[src/rtl/dirty_flush_ctl.sv]
// dirty_flush_ctl
//   Sequencer and write-port owner for the 4-way dirty-bit array.
//   In IDLE the cache pipeline's dirty-bit reads and writes pass straight
//   through to the array. A flush request stalls the pipeline and walks
//   every set. For each dirty way it issues a writeback request
//   (valid/ready), then clears that dirty bit.
//
// Ports
//   clk, reset           clock, asynchronous active-low reset
//   flush_req            one-cycle pulse, starts a flush from IDLE only
//   flush_busy           high in every state except IDLE
//   flush_done           one-cycle pulse when the walk completes
//   core_stall           equals flush_busy
//   core_ra/wa/way/wr/in pipeline dirty-array access (used only in IDLE)
//   d_ra, d_rd           dirty array read address / combinational read data
//   d_wa/d_way/d_wr/d_in dirty array write port
//   wb_valid/wb_ready    writeback request handshake
//   wb_set, wb_way       set and way index being written back
module dirty_flush_ctl #(
  parameter int SETS = 8192,
  parameter int AW   = 13,
  parameter int WAYS = 4
) (
  input  logic            clk,
  input  logic            reset,
  input  logic            flush_req,
  output logic            flush_busy,
  output logic            flush_done,
  output logic            core_stall,
  input  logic [AW-1:0]   core_ra,
  input  logic [AW-1:0]   core_wa,
  input  logic [WAYS-1:0] core_way,
  input  logic            core_wr,
  input  logic            core_in,
  output logic [AW-1:0]   d_ra,
  input  logic [WAYS-1:0] d_rd,
  output logic [AW-1:0]   d_wa,
  output logic [WAYS-1:0] d_way,
  output logic            d_wr,
  output logic            d_in,
  output logic            wb_valid,
  output logic [AW-1:0]   wb_set,
  output logic [1:0]      wb_way,
  input  logic            wb_ready
);

  typedef enum logic [2:0] {IDLE, SCAN, WB, CLR, DONE} state_t;

  localparam logic [AW-1:0] LAST_SET = AW'(SETS - 1);

  state_t          state;
  logic [AW-1:0]   set_ctr;
  logic [WAYS-1:0] mask;
  logic [WAYS-1:0] mask_oh;
  logic [WAYS-1:0] mask_rest;
  logic            last_set;

  // Index of the lowest set bit; ways are serviced from way 0 upward.
  function automatic logic [1:0] low_idx(input logic [WAYS-1:0] m);
    logic [1:0] idx;
    idx = 2'd0;
    if (m[0])      idx = 2'd0;
    else if (m[1]) idx = 2'd1;
    else if (m[2]) idx = 2'd2;
    else if (m[3]) idx = 2'd3;
    return idx;
  endfunction

  // Isolate the lowest set bit (two's-complement trick).
  function automatic logic [WAYS-1:0] low_onehot(input logic [WAYS-1:0] m);
    return m & (~m + WAYS'(1));
  endfunction

  assign mask_oh   = low_onehot(mask);
  assign mask_rest = mask & ~mask_oh;
  assign last_set  = (set_ctr == LAST_SET);

  always_ff @(posedge clk or negedge reset) begin
    if (!reset) begin
      state   <= IDLE;
      set_ctr <= '0;
      mask    <= '0;
    end else begin
      case (state)
        IDLE: begin
          if (flush_req) begin
            state   <= SCAN;
            set_ctr <= '0;
          end
        end
        SCAN: begin
          if (d_rd != '0) begin
            mask  <= d_rd;
            state <= WB;
          end else if (last_set) begin
            state <= DONE;
          end else begin
            set_ctr <= set_ctr + AW'(1);
          end
        end
        WB: begin
          if (wb_ready) state <= CLR;
        end
        CLR: begin
          mask <= mask_rest;
          // Last-set check comes before any increment so set_ctr never wraps.
          if (mask_rest != '0) begin
            state <= WB;
          end else if (last_set) begin
            state <= DONE;
          end else begin
            set_ctr <= set_ctr + AW'(1);
            state   <= SCAN;
          end
        end
        DONE:    state <= IDLE;
        default: state <= IDLE;
      endcase
    end
  end

  // Outputs decode only the state register, so wb_valid has no path from
  // wb_ready, and reset clears them asynchronously through state.
  always_comb begin
    d_ra       = set_ctr;   // must track d_wa: the array merges using rd of ra
    d_wa       = set_ctr;
    d_way      = '0;
    d_wr       = 1'b0;
    d_in       = 1'b0;
    wb_valid   = 1'b0;
    wb_set     = set_ctr;
    wb_way     = low_idx(mask);
    flush_busy = (state != IDLE);
    flush_done = 1'b0;
    case (state)
      IDLE: begin
        d_ra  = core_ra;
        d_wa  = core_wa;
        d_way = core_way;
        d_wr  = core_wr;
        d_in  = core_in;
      end
      WB:   wb_valid = 1'b1;
      CLR: begin
        d_wr  = 1'b1;
        d_way = mask_oh;
      end
      DONE: flush_done = 1'b1;
      default: ;
    endcase
  end

  assign core_stall = flush_busy;

endmodule

[config.mk]
export PLATFORM = sky130hd
export DESIGN_NAME = dirty_flush_ctl
export DESIGN_NICKNAME = d
export VERILOG_FILES = /design/src/rtl/dirty_flush_ctl.sv
export SDC_FILE = /design/constraint.sdc
export NUM_CORES = 1
export LEC_CHECK = 0
export ABC_AREA = 1
export BUFFER_PORTS_ARGS = -buffer_cell sky130_fd_sc_hd__buf_4
export CORE_ASPECT_RATIO = 0.5
export CORE_UTILIZATION = 48
export DETAILED_ROUTE_END_ITERATION = 16
export PLACE_DENSITY_LB_ADDON = 0.12
export SETUP_SLACK_MARGIN = 0.4
export SLEW_MARGIN = 40
export SYNTH_ARGS = -nofsm -noshare
export SYNTH_HDL_FRONTEND = slang
export SYNTH_SLANG_ARGS = --single-unit
[constraint.sdc]
create_clock -name clk -period 4.6 [get_ports clk]
set_clock_uncertainty 0.2 [all_clocks]
set_input_delay 0 -clock clk [delete_from_list [all_inputs] [get_ports clk]]
set_output_delay 0 -clock clk [all_outputs]
set_load 0.03 [all_outputs]
======== Word level (Yosys, flattened, before mapping) ========
Cells that the tools add are included.
storage, ports and cells
  input port bits ......................... 40
  word-level logic and storage cells ...... 54
  bits in registers ....................... 20
operators by class
  $add $sub $neg .......................... 2
  multiplexer cells ....................... 25
  bitwise gates (word level) .............. 4
  equality and inequality tests ........... 11
  reduce and logical (&&, ||, !) cells .... 9
operator list
  kind                                                             count
  13-bit two-way mux                                               6
  13-bit case mux with 3 select lines                              1
  3-bit two-way mux                                                6
  4-bit case mux with 2 select lines                               2
  13-bit by 1-bit adder with 13-bit output, second input constant  1
  13-bit == test, second input constant                            1
  3-bit case mux with 4 select lines                               1
  2-bit inequality test, second input constant                     5
  4-bit bitwise AND                                                2
  2-bit two-way mux                                                4
  4-bit NOT                                                        2
  4-bit nonzero test                                               2
  3-bit by 2-bit == test with 1-bit output, second input constant  2
  3-bit nonzero test                                               2
  4-bit by 1-bit adder with 4-bit output, second input constant    1
  4-bit two-way mux                                                1
  4-bit AND reduction                                              1
  3-bit by 1-bit == test with 1-bit output, second input constant  1
  3-bit == test, second input constant                             1
  3-bit logical NOT                                                1
  1-bit two-way mux                                                3
  3-bit inequality test, second input constant                     1
  3-bit AND reduction                                              1
  1-bit case mux with 2 select lines                               1
  2 further kinds                                                  2

======== Logic depth before layout (Yosys ltp) ========
Gate-level depths: netlist of run 1.
  depth in word-level cells ............... 8
  mapped depth ............................ 11
  mapped depth without buffers ............ 11

======== Worst setup path after synthesis of run 1 ========
No wires, ideal clock.
  path type ............................... reg2reg
  start ................................... register set_ctr[0], in the netlist wb_set[0]
  end ..................................... register set_ctr[1], in the netlist wb_set[1]
  buffers on the path ..................... 1
  clock period less this slack ............ 2.011 ns
  arrival ................................. 1.692 ns
  path slack .............................. 2.589 ns
  stages on the path, launching flop included .. 10
  data required time ...................... 4.282 ns
  path through ............................ dfrtp_1 > ha_1 > nand2_1 > nor2_1 > nand2_1 > nor2_1 > a21oi_2 > buf_2 > nand3b_1 > nand2_1
on the way
  word-level cells in the longest chain between the ends .. 4
RTL lines
  element                                                                     line         text
  start, declared                                                             52           logic [AW-1:0] set_ctr;
  start signal, assigned                                                      98           set_ctr <= set_ctr + AW'(1);
  start signal, assigned                                                      112          set_ctr <= set_ctr + AW'(1);
  13-bit by 1-bit adder with 13-bit output or 13-bit == test (tied branches)  98, 112, 76
  13-bit two-way mux (*)                                                      95, 109
  13-bit two-way mux (on tied branches)                                       107, 92
  13-bit case mux with 3 select lines (*)                                     84           case (state)
Mark *: on every way between the ends. The rest lies on a longest branch, timed or not. The select of a mux whose other input is x is not followed.
A chain may end at the register's enable or synchronous reset.

======== Worst setup path after layout of run 1 ========
  start ................................... register set_ctr[0], in the netlist wb_set[0]
  end ..................................... register set_ctr[5], in the netlist wb_set[5]
Same word-level chain as after synthesis.

==> results.toml, run 1 <==
[synth]
synth-simple-area-share_pct = 54.6
synthArstFlopShare_pct = 100
synth_most_common_cell = "nand2_1"
seq_area_frac_synth_pct = 30.0
yosysTopAreaCell = "nand2_1"
synth_top_area_share_pct = 32.4
synth-edff-count = 0
synth_area_per_cell_um2 = 5.75
yosys_warnings = 0
synth-seq-cells = 20
synthTopCellsByCount = "nand2_1 (144), nor2_1 (38), nand3_1 (21)"
synth-compound-area-share_pct = 6.76
synthDistinctLibCells = 27
syn_inst = 290
synthFlopType = "dfrtp_1"
yosys-top-cells-area = "nand2_1 (32%), dfrtp_1 (30%), nor2_1 (8.6%)"
synthAdderAreaFrac_pct = 0.751
synth_top_family_by_area = "simple AND/OR/NAND/NOR gates"
muxShareOfSynthArea_pct = 0
synth_area_um2 = 1670
synth_fp_nets = 331
synth-xor-area-share_pct = 0.526

[clock_tree]
cts_root_buffer = "clkbuf_8"
cts.sinks = 20
clkLatencyLatePin_ns = 0.26
htreeDepth = 1
cts_tree = "done"
cts-buffers-inserted = 3
clk_pin_slew_ns = 0.08
cts_max_path_buffers = 2

[critical_path]
worstReg2RegStart = "wb_set[0]"
crit_type = "reg -> reg"
worstPathMaxFanout = 14
cp-startpoint = "wb_set[0]"
start_kind = "flop"
critPathArrivalTime_ns = 2.41
critPathCaptureType = "flop"
crit_required_ns = 4.55
rrSetupSlack_ns = 2.15

[grt]
overflow = 0
track_usage_pct = 29.1
grt_pass1_vias = 1956
antenna_found_initial = 0
grt_pass1_wl_um = 8580
grt_max_degree = 33

[power_and_ir_drop]
intPower_mw = 0.637
pwr-share-comb_pct = 72.7
power.switching_mw = 0.874
ir_worst_vdd_mv = 0.443
p_leak_nw = 1.43
clkPwrFrac_pct = 9.1
p_sw_share_pct = 57.8
fin_total_pwr_mw = 1.51
pwr_density_cell_nw_per_um2 = 611
power_frac_seq_pct = 18.2

[drt]
drcViolationCount = 0
drt_iter0_drc = 191
vias = 2207
drt_pass1_iterations = 4
ant_nets = 0
viasPerCell = 5.22
routed_wl_um = 5390
wl_per_cell_um = 12.7

[placement]
gp_congestion = 0.891
dpl.hpwl_um = 3910
port_buffers = 90

[floorplan]
die_w_um = 85.3
start_util_pct = 52.9
row_count = 14
die_height_um = 43.7
core_area_um2 = 3150
io_pins = 91
floorplan.die_area_um2 = 3730

[sta]
clock.fmax_ghz = 0.407
min_period_ns = 2.45
hold_viol = 0
min_period_over_period_pct = 53.4
tns_ns = 0
setup_viol = 0
drv_slew = 0
rsz0062_at_grt = "false"
worst_pin_slew_ns = 0.604
slew_headroom_pct = 59.8

[finish]
fin_nets = 425
drive_gt1_share_pct = 28.7
nFillCells = 250
antenna_cells = 0
area_growth_pct = 48.6

[worst_hold_path]
hold_path.class = "in -> reg"
hold_path.startpoint = "wb_ready"

[run]
maxCapViolCount = 0

[outcome]
status = "finished clean"
## worst paths after layout
kind                         endpoint  depth (start not counted)
max                         wb_set[5]                          9
min                          state[2]                          7
max reg2reg                 wb_set[5]                          9
min reg2reg                wb_set[12]                          2
max in group asynchronous  wb_set[12]                          3
min in group asynchronous     mask[0]                          3
## critical path, cell delays in order (launching register included)
cell,delay (ns)
dfrtp_1,0.48
ha_1,0.27
nand2_1,0.09
nor2_1,0.06
nand2_1,0.13
nor2_1,0.09
a21oi_2,0.51
nand2_2,0.32
nand2_1,0.13
nand2_1,0.06
## sequential cells by signal, indices dropped and copies added (netlist names)
| signal | flops |
|---|---|
| mask | 4 |
| state | 3 |
| wb_set | 13 |
## logic make-up after synthesis
kind of cell               after synthesis
AOI/OAI and AO/OA                       19
adders and majority gates                1
DFF                                     20
and+or+nand+nor                        219
xor gates and xnor gates                 1
buffers and inverters                   30
## placed cells by master (no fill, tap or decap), drive strengths merged
cell type / netlist / layout
a32o: 1 / 1
nand3b: 1 / 1
dlygate4sd3: 0 / 5
o31ai: 1 / 1
nand2: 149 / 149
inv: 22 / 22
a31oi: 2 / 2
clkbuf: 3 / 4
dfrtp: 20 / 20
nand3: 22 / 22
ha: 1 / 1
nor2: 40 / 40
buf: 5 / 92
a21oi: 8 / 8
xor2: 1 / 1
o21ai: 6 / 6
nor3: 7 / 7
o221ai: 1 / 1
## metal layers
| layer | global-route usage [%] | part of all wire (%) |
|---|---|---|
| met5 | 0 | 0 |
| met4 | 7.33 | 0.95 |
| met3 | 7.05 | 8.7 |
| met2 | 54.4 | 49 |
| met1 | 34.6 | 42 |
## cell type report
class	count	area [um^2]	share of cell area, %
timing repair buffer	97	738	29.8
sequential	20	500	20.2
inverter	22	82.6	3.34
clock buffer	4	55.1	2.22
tap	40	50.0	2.02
multi-input combinational	240	1050	42.4
## power groups by stage
stage / Clock (mW) / Combinational (mW) / Sequential, mW
after global routing: 0.146 / 1.18 / 0.279
after detailed placement: 0 / 1.08 / 0.274
after floorplan: 0 / 0.744 / 0.278
final: 0.138 / 1.10 / 0.275
after CTS: 0.139 / 1.09 / 0.271
after global placement: 0 / 1.06 / 0.271
## through the flow
| stage | hold slack, ns | setup WS, ns | cell area [um^2] | cells | util, % |
|---|---|---|---|---|---|
| after floorplan | -0.496 | 2.59 | 1670 | 290 | - |
| after global placement | -0.306 | 2.32 | 2370 | 413 | 75.0 |
| after detailed placement | -0.303 | 2.20 | 2370 | 413 | 75.0 |
| after CTS | 0.0000480 | 2.19 | 2480 | 423 | 78.7 |
| after global routing | 0.0616 | 1.92 | 2480 | 423 | 78.5 |
| final | 0.0189 | 2.15 | 2480 | 423 | 78.5 |
## repair_timing
item                                    4_1_cts  5_1_grt
hold endpoints to repair                     26        0
setup buffers                                 0        0
hold buffers                                  6        0
endpoints found under the setup margin        0        0
resized for setup                             0        0
Note: power is estimated with default switching activity, not from simulation.
==> inputs of run 2 (changes only) <==
--- a/config.mk
+++ b/config.mk
@@ -5,10 +5,10 @@
 export SDC_FILE = /design/constraint.sdc
 export NUM_CORES = 1
 export LEC_CHECK = 0
-export ABC_AREA = 1
+export ABC_AREA = 0
 export BUFFER_PORTS_ARGS = -buffer_cell sky130_fd_sc_hd__buf_4
 export CORE_ASPECT_RATIO = 0.5
-export CORE_UTILIZATION = 48
+export CORE_UTILIZATION = 45
 export DETAILED_ROUTE_END_ITERATION = 16
 export PLACE_DENSITY_LB_ADDON = 0.12
 export SETUP_SLACK_MARGIN = 0.4
==> constraint.sdc (replaced) <==
create_clock -name clk -period 2.4 [get_ports clk]
set_clock_uncertainty 0.2 [all_clocks]
set_input_delay 0 -clock clk [delete_from_list [all_inputs] [get_ports clk]]
set_output_delay 0 -clock clk [all_outputs]
set_load 0.03 [all_outputs]
==> results.toml, run 2 <==
[outcome]
status = "finished clean"

[synth]
synth_fp_nets = 273
synthFlopType = "dfrtp_1"
synth-edff-count = 0
synth-xor-area-share_pct = 0
synthAdderAreaFrac_pct = 0.763
muxShareOfSynthArea_pct = 1.83
seq_area_frac_synth_pct = 30.5
synth_area_um2 = 1640
synthArstFlopShare_pct = 100
synth_top_area_share_pct = 30.5
synth_most_common_cell = "nand2_1"
synth_area_per_cell_um2 = 7.07
synth-seq-cells = 20
yosys-top-cells-area = "dfrtp_1 (31%), nand2_1 (18%), a41oi_1 (4.8%)"
syn_inst = 232
synthDistinctLibCells = 42
synth-compound-area-share_pct = 22.3
yosys_warnings = 0
synthTopCellsByCount = "nand2_1 (78), dfrtp_1 (20), clkbuf_1 (12)"
synth-simple-area-share_pct = 38.7
yosysTopAreaCell = "dfrtp_1"
synth_top_family_by_area = "simple AND/OR/NAND/NOR gates"

[power_and_ir_drop]
pwr_density_cell_nw_per_um2 = 1310
p_leak_nw = 1.42
ir_worst_vdd_mv = 0.820

[finish]
largest_register_ffs = 13
fin_area_um2 = 2740
drive_gt1_share_pct = 42.4
fin_nets = 391
area_growth_pct = 67.1
final_cell_mix = "buf_4 (119), nand2_1 (78), dfrtp_1 (11), nor2_1 (10)"
final_common_cell = "buf_4"
antenna_cells = 0

[drt]
drt_iter0_drc = 282
top_signal_layer_used = "met4"
wl_per_cell_um = 14.9
drcViolationCount = 0
drt_pass1_iterations = 5
routed_wl_um = 5980
ant_nets = 0
wl_met3_um = 498
vias = 2225
wl_met2_um = 2890
viasPerCell = 5.56
m1WireLength_um = 2500

[grt]
overflow = 0
grt_max_degree = 29
grt_pass1_wl_um = 8390
grt_pass1_vias = 1745
antenna_found_initial = 0
track_usage_pct = 27.8

[clock_tree]
cts.sinks = 20
cts_tree = "done"
clkLatencyLatePin_ns = 0.26
cts-buffers-inserted = 3
htreeDepth = 1
cts_root_buffer = "clkbuf_8"
cts_max_path_buffers = 2
clk_pin_slew_ns = 0.07

[floorplan]
row_count = 15
floorplan.die_area_um2 = 3910
die_w_um = 87.4
core_area_um2 = 3450
io_pins = 91
start_util_pct = 47.5
die_height_um = 44.7

[critical_path]
start_kind = "flop"
crit_required_ns = 2.34
worstPathMaxFanout = 6
critPathArrivalTime_ns = 1.94
crit_type = "reg -> reg"
critPathCaptureType = "flop"

[sta]
hold_viol = 0
slew_headroom_pct = 68.3
tns_ns = 0
setup_viol = 0
clock.fmax_ghz = 0.501
worst_pin_slew_ns = 0.476
drv_slew = 0
min_period_ns = 2.00
rsz0062_at_grt = "true"
min_period_over_period_pct = 83.2

[run]
maxCapViolCount = 0

[placement]
place_area_um2 = 2360
port_buffers = 90
gp_congestion = 0.901
dpl.hpwl_um = 3800

[worst_hold_path]
hold_path.class = "in -> reg"
==> run 2: stage by stage <==
step | setup WS (ns) | hold slack [ns] | util, % | cells | power [mW]
after global placement | 0.153 | -0.306 | 68.4 | 361 | 2.83
after detailed placement | 0.0971 | -0.299 | 68.4 | 361 | 2.86
after CTS | 0.366 | 0.0102 | 73.9 | 378 | 3.22
after floorplan | 0.428 | -0.496 | - | 232 | 2.11
final | 0.403 | 0.0124 | 79.4 | 400 | 3.59
after global routing | 0.338 | 0.0477 | 79.4 | 400 | 3.79
==> run 2: cell families after synthesis <==
logic type,Yosys count
simple gates,134
compound gates,51
buf+inv,23
flops,20
mux,3
fa+ha+maj,1
==> run 2: worst paths after layout <==
kind / startpoint / endpoint / slack, ns / cells after the start
worst min-delay path: d_rd[0] / state[1] / 0.01 / 4
worst max-delay path: mask[0] / wb_set[11] / 0.40 / 4
worst min register to register: wb_set[0] / wb_set[0] / 0.32 / 1
max in group asynchronous: reset / mask[0] / 1.49 / 3
min in group asynchronous: reset / wb_set[2] / 0.15 / 3
worst max register to register: mask[0] / wb_set[11] / 0.40 / 4
==> run 2: worst max-delay path, cell delays in order (launching register included) <==
cell	delay, ns
dfrtp_2	0.45
a211oi_2	0.29
or3b_4	0.19
or3b_1	0.38
a221o_1	0.37
==> run 2: cell type report <==
cell class | instances | area [um^2]
clock buffers | 4 | 45.0
multi-input cells | 189 | 1090
inverters | 5 | 21.3
fillers | 261 | 712
flip-flops and latches | 20 | 512
repair buffers | 131 | 1010
well taps | 51 | 63.8
==> run 2: report_power, final <==
group	internal [mW]	switching (mW)	leakage, nW
clock	0.118	0.115	0.0228
sequential	0.443	0.193	0.252
combinational	1.14	1.58	1.14
total	1.70	1.89	1.42
==> run 2: repair_timing <==
action / CTS / global route
endpoints found under the hold margin: 26 / 0
gates resized for setup: 9 / 15
setup endpoints to repair: 42 / 43
pin swaps: 2 / 4
hold buffers: 8 / 0
cloned: 0 / 2
buffers inserted: 5 / 20
==> run 2: routing by layer <==
layer / GRT usage, % / vias to the layer above
met2: 48.3 / 116
met1: 37.0 / 1031
met5: 0 / -
met3: 5.12 / 14
li1: - / 1064
met4: 6.23 / 0
==> inputs of run 3 (changes only) <==
--- a/config.mk
+++ b/config.mk
@@ -8,7 +8,7 @@
 export ABC_AREA = 0
 export BUFFER_PORTS_ARGS = -buffer_cell sky130_fd_sc_hd__buf_4
 export CORE_ASPECT_RATIO = 0.5
-export CORE_UTILIZATION = 45
+export CORE_UTILIZATION = 40
 export DETAILED_ROUTE_END_ITERATION = 16
 export PLACE_DENSITY_LB_ADDON = 0.12
 export SETUP_SLACK_MARGIN = 0.4
==> constraint.sdc (replaced) <==
create_clock -name clk -period 1.77 [get_ports clk]
set_clock_uncertainty 0.2 [all_clocks]
set_input_delay 0 -clock clk [delete_from_list [all_inputs] [get_ports clk]]
set_output_delay 0 -clock clk [all_outputs]
set_load 0.03 [all_outputs]
==> results.toml, run 3 <==
[outcome]
status = "did not finish"
stop_stage = "global routing"
stop_error = "[ERROR DPL-0038] Utilization greater than 100%, impossible to legalize"

[synth]
synth-edff-count = 0
syn_inst = 232
synth_most_common_cell = "nand2_1"
synth_fp_nets = 273
synthDistinctLibCells = 42
synth_top_area_share_pct = 30.5
synthArstFlopShare_pct = 100
synthFlopType = "dfrtp_1"
synth_area_um2 = 1640
seq_area_frac_synth_pct = 30.5
yosysTopAreaCell = "dfrtp_1"
synth-seq-cells = 20
synthTopCellsByCount = "nand2_1 (78), dfrtp_1 (20), clkbuf_1 (12)"
yosys-top-cells-area = "dfrtp_1 (31%), nand2_1 (18%), a41oi_1 (4.8%)"
synth_area_per_cell_um2 = 7.07
yosys_warnings = 0

[floorplan]
die_w_um = 92.6
io_pins = 91
die_height_um = 47.3
start_util_pct = 41.8
row_count = 16

[clock_tree]
cts.sinks = 20
cts_max_path_buffers = 2
htreeDepth = 1
cts_root_buffer = "clkbuf_8"
cts-buffers-inserted = 3

[placement]
dpl.hpwl_um = 4620
gp_congestion = 0.829
place_area_um2 = 3050
port_buffers = 90
dp_slack_ns = -0.109

[sta]
crit_endpoint = "wb_set[12]$_DFFE_PN0P_/D"
worstEndpointType = "register input"

[grt]
grt_max_degree = 21
-- run 3: cells by family after synthesis --
logic type | synth area share (%)
buf+inv | 5.80
flops | 30.5
compound gates | 22.3
fa+ha+maj | 0.763
mux | 1.83
simple gates | 38.7
-- run 3: per-stage QoR --
step	setup TNS (ns)	instances
4_1_cts	-1.99	426
3_5_place_dp	-0.636	400
3_3_place_gp	-0.0920	400
2_1_floorplan	-0.938	232
-- run 3: repair_timing --
item                                   CTS
endpoints found under the hold margin   26
gates cloned                             3
pin swaps                               33
setup endpoints to repair               56
hold buffers                             8
resized for setup                      105
setup buffers                           11
